### src/rtl/program_counter.sv
// Program counter stage: advances on PCe and queues branch/jump/call/return redirects until the next PCe.
// Define RAS_EN to replace the single link register with a RAS_DEPTH-entry return-address stack.
module program_counter #(
    parameter int                    ADDR_WIDTH   = 16,
    parameter int                    DISP_WIDTH   = 8,
    parameter logic [ADDR_WIDTH-1:0] RESET_VECTOR = 16'h0000,
    parameter int                    RAS_DEPTH    = 4
) (
    input  logic                  clk,
    input  logic                  rst_n,
    input  logic                  PCe,
    input  logic                  br_req,
    input  logic [DISP_WIDTH-1:0] br_disp,
    input  logic                  jmp_req,
    input  logic [ADDR_WIDTH-1:0] jmp_addr,
    input  logic                  call,
    input  logic                  ret,
    output logic [ADDR_WIDTH-1:0] pc,
    output logic [ADDR_WIDTH-1:0] pc_plus1,
    output logic                  pend,
    output logic                  ras_err
);

    typedef enum logic {IDLE = 1'b0, PENDING = 1'b1} state_t;

    state_t                state_q, state_d;
    logic [ADDR_WIDTH-1:0] pc_q, pc_d;
    logic [ADDR_WIDTH-1:0] tgt_q, tgt_d;
    logic                  call_q, call_d;
    logic                  ret_q, ret_d;

    logic [ADDR_WIDTH-1:0] pc_inc;
    logic [ADDR_WIDTH-1:0] br_tgt;
    logic [ADDR_WIDTH-1:0] ret_tgt;
    logic [ADDR_WIDTH-1:0] live_tgt;
    logic                  req;
    logic                  live_call;
    logic                  do_call;
    logic                  do_ret;

    assign pc_inc    = pc_q + ADDR_WIDTH'(1);
    assign br_tgt    = pc_inc + {{(ADDR_WIDTH-DISP_WIDTH){br_disp[DISP_WIDTH-1]}}, br_disp};
    assign req       = ret | jmp_req | br_req;
    assign live_call = ~ret & jmp_req & call;

    always_comb begin
        live_tgt = br_tgt;
        if (ret) begin
            live_tgt = ret_tgt;
        end else if (jmp_req) begin
            live_tgt = jmp_addr;
        end
    end

    // A live request on the PCe edge always beats whatever was latched earlier in the slot.
    always_comb begin
        state_d = state_q;
        pc_d    = pc_q;
        tgt_d   = tgt_q;
        call_d  = call_q;
        ret_d   = ret_q;
        do_call = 1'b0;
        do_ret  = 1'b0;
        case (state_q)
            IDLE: begin
                if (req && !PCe) begin
                    tgt_d   = live_tgt;
                    call_d  = live_call;
                    ret_d   = ret;
                    state_d = PENDING;
                end else if (req && PCe) begin
                    pc_d    = live_tgt;
                    do_call = live_call;
                    do_ret  = ret;
                end else if (PCe) begin
                    pc_d = pc_inc;
                end
            end
            PENDING: begin
                if (PCe) begin
                    if (req) begin
                        pc_d    = live_tgt;
                        do_call = live_call;
                        do_ret  = ret;
                    end else begin
                        pc_d    = tgt_q;
                        do_call = call_q;
                        do_ret  = ret_q;
                    end
                    call_d  = 1'b0;
                    ret_d   = 1'b0;
                    state_d = IDLE;
                end else if (req) begin
                    tgt_d  = live_tgt;
                    call_d = live_call;
                    ret_d  = ret;
                end
            end
            default: state_d = IDLE;
        endcase
    end

    always_ff @(posedge clk or negedge rst_n) begin
        if (!rst_n) begin
            state_q <= IDLE;
            pc_q    <= RESET_VECTOR;
            tgt_q   <= '0;
            call_q  <= 1'b0;
            ret_q   <= 1'b0;
        end else begin
            state_q <= state_d;
            pc_q    <= pc_d;
            tgt_q   <= tgt_d;
            call_q  <= call_d;
            ret_q   <= ret_d;
        end
    end

`ifdef RAS_EN
    localparam int CW = $clog2(RAS_DEPTH + 1);

    // Entry 0 is the top; slots at or beyond the count always hold RESET_VECTOR, so an empty pop yields it.
    logic [ADDR_WIDTH-1:0] stack_q [RAS_DEPTH];
    logic [ADDR_WIDTH-1:0] stack_d [RAS_DEPTH];
    logic [CW-1:0]         count_q, count_d;
    logic                  err_q, err_d;

    assign ret_tgt = stack_q[0];
    assign ras_err = err_q;

    always_comb begin
        stack_d = stack_q;
        count_d = count_q;
        err_d   = err_q;
        if (do_call) begin
            for (int i = 1; i < RAS_DEPTH; i++) begin
                stack_d[i] = stack_q[i-1];
            end
            stack_d[0] = pc_inc;
            if (count_q == CW'(RAS_DEPTH)) begin
                err_d = 1'b1;
            end else begin
                count_d = count_q + CW'(1);
            end
        end else if (do_ret) begin
            if (count_q == '0) begin
                err_d = 1'b1;
            end else begin
                for (int i = 0; i < RAS_DEPTH - 1; i++) begin
                    stack_d[i] = stack_q[i+1];
                end
                stack_d[RAS_DEPTH-1] = RESET_VECTOR;
                count_d = count_q - CW'(1);
            end
        end
    end

    always_ff @(posedge clk or negedge rst_n) begin
        if (!rst_n) begin
            for (int i = 0; i < RAS_DEPTH; i++) begin
                stack_q[i] <= RESET_VECTOR;
            end
            count_q <= '0;
            err_q   <= 1'b0;
        end else begin
            stack_q <= stack_d;
            count_q <= count_d;
            err_q   <= err_d;
        end
    end
`else
    logic [ADDR_WIDTH-1:0] link_q, link_d;
    logic                  unused_ras_depth;

    assign unused_ras_depth = (RAS_DEPTH > 0);
    assign ret_tgt          = link_q;
    assign ras_err          = 1'b0;

    always_comb begin
        link_d = link_q;
        if (do_call) begin
            link_d = pc_inc;
        end
    end

    always_ff @(posedge clk or negedge rst_n) begin
        if (!rst_n) begin
            link_q <= RESET_VECTOR;
        end else begin
            link_q <= link_d;
        end
    end
`endif

    assign pc       = pc_q;
    assign pc_plus1 = pc_inc;
    assign pend     = (state_q == PENDING);

endmodule

### config.mk
export PLATFORM = sky130hd
export DESIGN_NAME = program_counter
export DESIGN_NICKNAME = d
export VERILOG_FILES = /design/src/rtl/program_counter.sv
export SDC_FILE = /design/constraint.sdc
export NUM_CORES = 1
export LEC_CHECK = 0
export CAP_MARGIN = 20
export CORE_MARGIN = 2
export CORE_UTILIZATION = 34
export DETAILED_ROUTE_END_ITERATION = 6
export GPL_TIMING_DRIVEN = 0
export PLACE_DENSITY_LB_ADDON = 0.08
export SYNTH_ARGS = -nofsm -noshare
export SYNTH_HDL_FRONTEND = slang
export SYNTH_SLANG_ARGS = --single-unit
### constraint.sdc
create_clock -name clk -period 6.4 [get_ports clk]
set_input_delay 1.28 -clock clk [delete_from_list [all_inputs] [get_ports clk]]
set_output_delay 1.28 -clock clk [all_outputs]
set_load 0.1 [all_outputs]
==> flow_summary.yaml <==
cells_and_area:
  fillers: 1134
  antennaDiodeCount: 0
  multi_input_area_sq_um: 2300
  drive_gt1_frac: 0.0490
  final_cell_mix: "clkdlybuf4s50_1, nand2_1, dfrtp_1"
  area_delta_synth_final_pct: 24.0
  regArea_sq_um: 1250
  finalNetCount: 562
  mostFrequentLayoutCell: "clkdlybuf4s50_1"
clocking:
  clock_latency_ps: 310
  cts_buffers: 5
  ctsRootBufferMaster: "clkbuf_8"
  holdBufCountCts: 0
  clk_pin_slew_ps: 100
  cts_setup_buffers: 0
  cts_tree: "done"
  cts.path.max_buffers: 2
  cts.repair.resized: 0
  clkSinkCount: 50
  cts_max_level: 2
sta:
  fin_skew_ps: 6.73
  slew_viol_final: 0
  hold_viol: 0
  fmax_mhz: 200
  worst_pin_slew_ps: 973
  tns_ps: 0
  fin_ws_ps: 1410
  finalCritPeriodShare: 0.780
  setup_viol: 0
  maxSlewHeadroom: 0.349
  rsz0062_at_grt: "no"
  layout_min_cycle_time_ps: 4990
floorplanning:
  core_sq_um: 10700
  io_pins: 65
  rows: 38
  die_y_um: 108
  start_util: 0.345
  die_x_um: 108
  die-area_sq_um: 11700
global_routing:
  grt_remaining_overflow: 0
  grt_pass1_vias: 3458
  grt_max_degree: 32
  grtUsageTotal: 0.224
  antenna_found_initial: 0
  grt_pass1_wl_mm: 19.6
worst_setup_path:
  crit_path_max_fanout: 9
  worstSetupStartpoint: "pc[0]$_DFFE_PN0P_"
  r2r-end: "pc[13]$_DFFE_PN0P_"
  crit_path_end_kind: "output pin"
  path_class: "reg2out"
  cp.required_ps: 5120
  r2r_slack_ps: 2390
  critPathCapture: "pc_plus1[14]"
  critPathLaunchType: "register"
  cp.arrival_ps: 3710
  reg2reg_from: "pc[0]$_DFFE_PN0P_"
  reg2regPathDepth: 12
placement:
  post-place-ws_ps: 1830
  io_buffers: 62
  hpwlAfterDp_mm: 9.94
  gp_congestion: 0.894
logic_synthesis:
  synth_fp_nets: 492
  syn_area_sq_um: 3700
  async_reset_ff_frac: 1.00
  synthDistinctLibCells: 59
  synth_edf_count: 0
  ys_ff_latch: 50
  synth_ff_type: "dfrtp_1"
  synth_warnings: 0
  ys_seq_area_frac: 0.338
  postSynthAreaPerCell_sq_um: 8.42
  synthCells: 440
drt:
  wl_mm: 12.8
  antenna_left: 0
  viasPerCell: 5.60
  vias: 3639
  drtPass1Iterations: 5
  wl_per_cell_um: 19.7
  drt_iter0_markers: 298
  drc: 0
worst_hold_path:
  hp-class: "reg2reg"
power_and_ir_drop:
  p_leak_nw: 1.86
  peakVddDrop_uv: 330
  power.total_mw: 1.96
  cellPowerDensity_nw_per_um2: 427
outcome:
  status: "finished clean"
run:
  cap_violations: 0
-- registers in the layout, indices dropped and copies added, names as in the netlist --
register / cells
call_q: 1
link_q: 16
pend: 1
pc: 16
tgt_q: 16
-- worst max-delay path: stages, from the launching register on --
cell             delay [ps]
dfrtp_1                 570
ha_1                    370
nand4_1                 210
or3_1                   420
nor2_1                  190
xor2_1                  410
clkdlybuf4s50_1        1220
-- logic make-up (layout without fill, tap and decap cells) --
kind of cell | count (synthesis) | count (layout) | share of synthesized area
fa+ha+maj | 21 | 21 | 0.0729
simple gates | 143 | 143 | 0.186
xor+xnor | 25 | 25 | 0.0611
mux | 18 | 18 | 0.0530
buf+inv | 38 | 108 | 0.0405
other cells | 1 | 1 | 0.00101
flops | 50 | 50 | 0.338
compound gates | 144 | 144 | 0.247
-- routing by layer --
layer	vias to the layer above	track usage	wire, um
li1	1743	-	-
met1	1737	0.315	5790
met2	135	0.356	5810
met3	24	0.0295	762
met4	0	0.0769	414
met5	-	0	0
-- cells in the mapped netlist, drive strengths merged, types with 2 or more instances --
| master | number | area, sq um |
|---|---|---|
| mux2 | 13 | 146 |
| nor4 | 6 | 52.6 |
| a22oi | 4 | 30.0 |
| a31oi | 9 | 56.3 |
| xnor2 | 16 | 148 |
| clkbuf | 17 | 63.8 |
| a221oi | 3 | 26.3 |
| nand4 | 4 | 25.0 |
| o21ai | 44 | 220 |
| buf | 8 | 37.5 |
| nand2b | 12 | 75.1 |
| xor2 | 9 | 78.8 |
| o221ai | 3 | 26.3 |
| nor3 | 4 | 20.0 |
| a211o | 2 | 17.5 |
| a22o | 3 | 26.3 |
| o21a | 2 | 15.0 |
| a41oi | 3 | 26.3 |
| o22ai | 2 | 12.5 |
| and3 | 2 | 12.5 |
| a21o | 3 | 22.5 |
| a211oi | 4 | 30.0 |
| nor2b | 7 | 43.8 |
| ha | 20 | 250 |
| o31ai | 3 | 27.5 |
| dfrtp | 50 | 1250 |
| a21boi | 3 | 22.5 |
| o31a | 3 | 26.3 |
| inv | 13 | 48.8 |
| o211ai | 11 | 82.6 |
| mux2i | 5 | 50.1 |
| nand3 | 17 | 97.6 |
| or3 | 3 | 18.8 |
| nand2 | 56 | 210 |
| nor2 | 28 | 105 |
| a21oi | 34 | 170 |
-- through the flow --
| stage | hold WS, ps | area, sq um | std cells | util |
|---|---|---|---|---|
| floorplan | 437 | 3700 | 440 | - |
| global placement | 454 | 4500 | 642 | 0.419 |
| detailed placement | 460 | 4520 | 643 | 0.420 |
| CTS | 485 | 4590 | 650 | 0.428 |
| global route | 509 | 4590 | 650 | 0.428 |
| finish | 482 | 4590 | 650 | 0.428 |
-- how the worst min path moves through the flow --
stage | startpoint | endpoint | cells after the start
after global routing | link_q[12]$_DFFE_PN0P_ | link_q[12]$_DFFE_PN0P_ | 2
after CTS | tgt_q[6]$_DFFE_PN0P_ | tgt_q[6]$_DFFE_PN0P_ | 2
final | tgt_q[6]$_DFFE_PN0P_ | tgt_q[6]$_DFFE_PN0P_ | 2
after global placement | tgt_q[6]$_DFFE_PN0P_ | tgt_q[6]$_DFFE_PN0P_ | 2
after floorplan | tgt_q[5]$_DFFE_PN0P_ | tgt_q[5]$_DFFE_PN0P_ | 2
after detailed placement | tgt_q[5]$_DFFE_PN0P_ | tgt_q[5]$_DFFE_PN0P_ | 2
-- report_power, final --
part,internal (mW),switching (mW),total (mW)
combinational,0.373,0.891,1.26
clock,0.0740,0.114,0.188
sequential,0.413,0.0940,0.507
total,0.860,1.10,1.96
-- final cells by class --
cell class / instances / share of cell area
inverters: 13 / 0.0106
well taps: 140 / 0.0381
flip-flops and latches: 50 / 0.272
multi-input cells: 352 / 0.501
plain buffers: 25 / 0.0221
clock buffers: 5 / 0.0150
repair buffers: 63 / 0.138
clock inverters: 2 / 0.00218
Power figures use the tool's default switching activity.
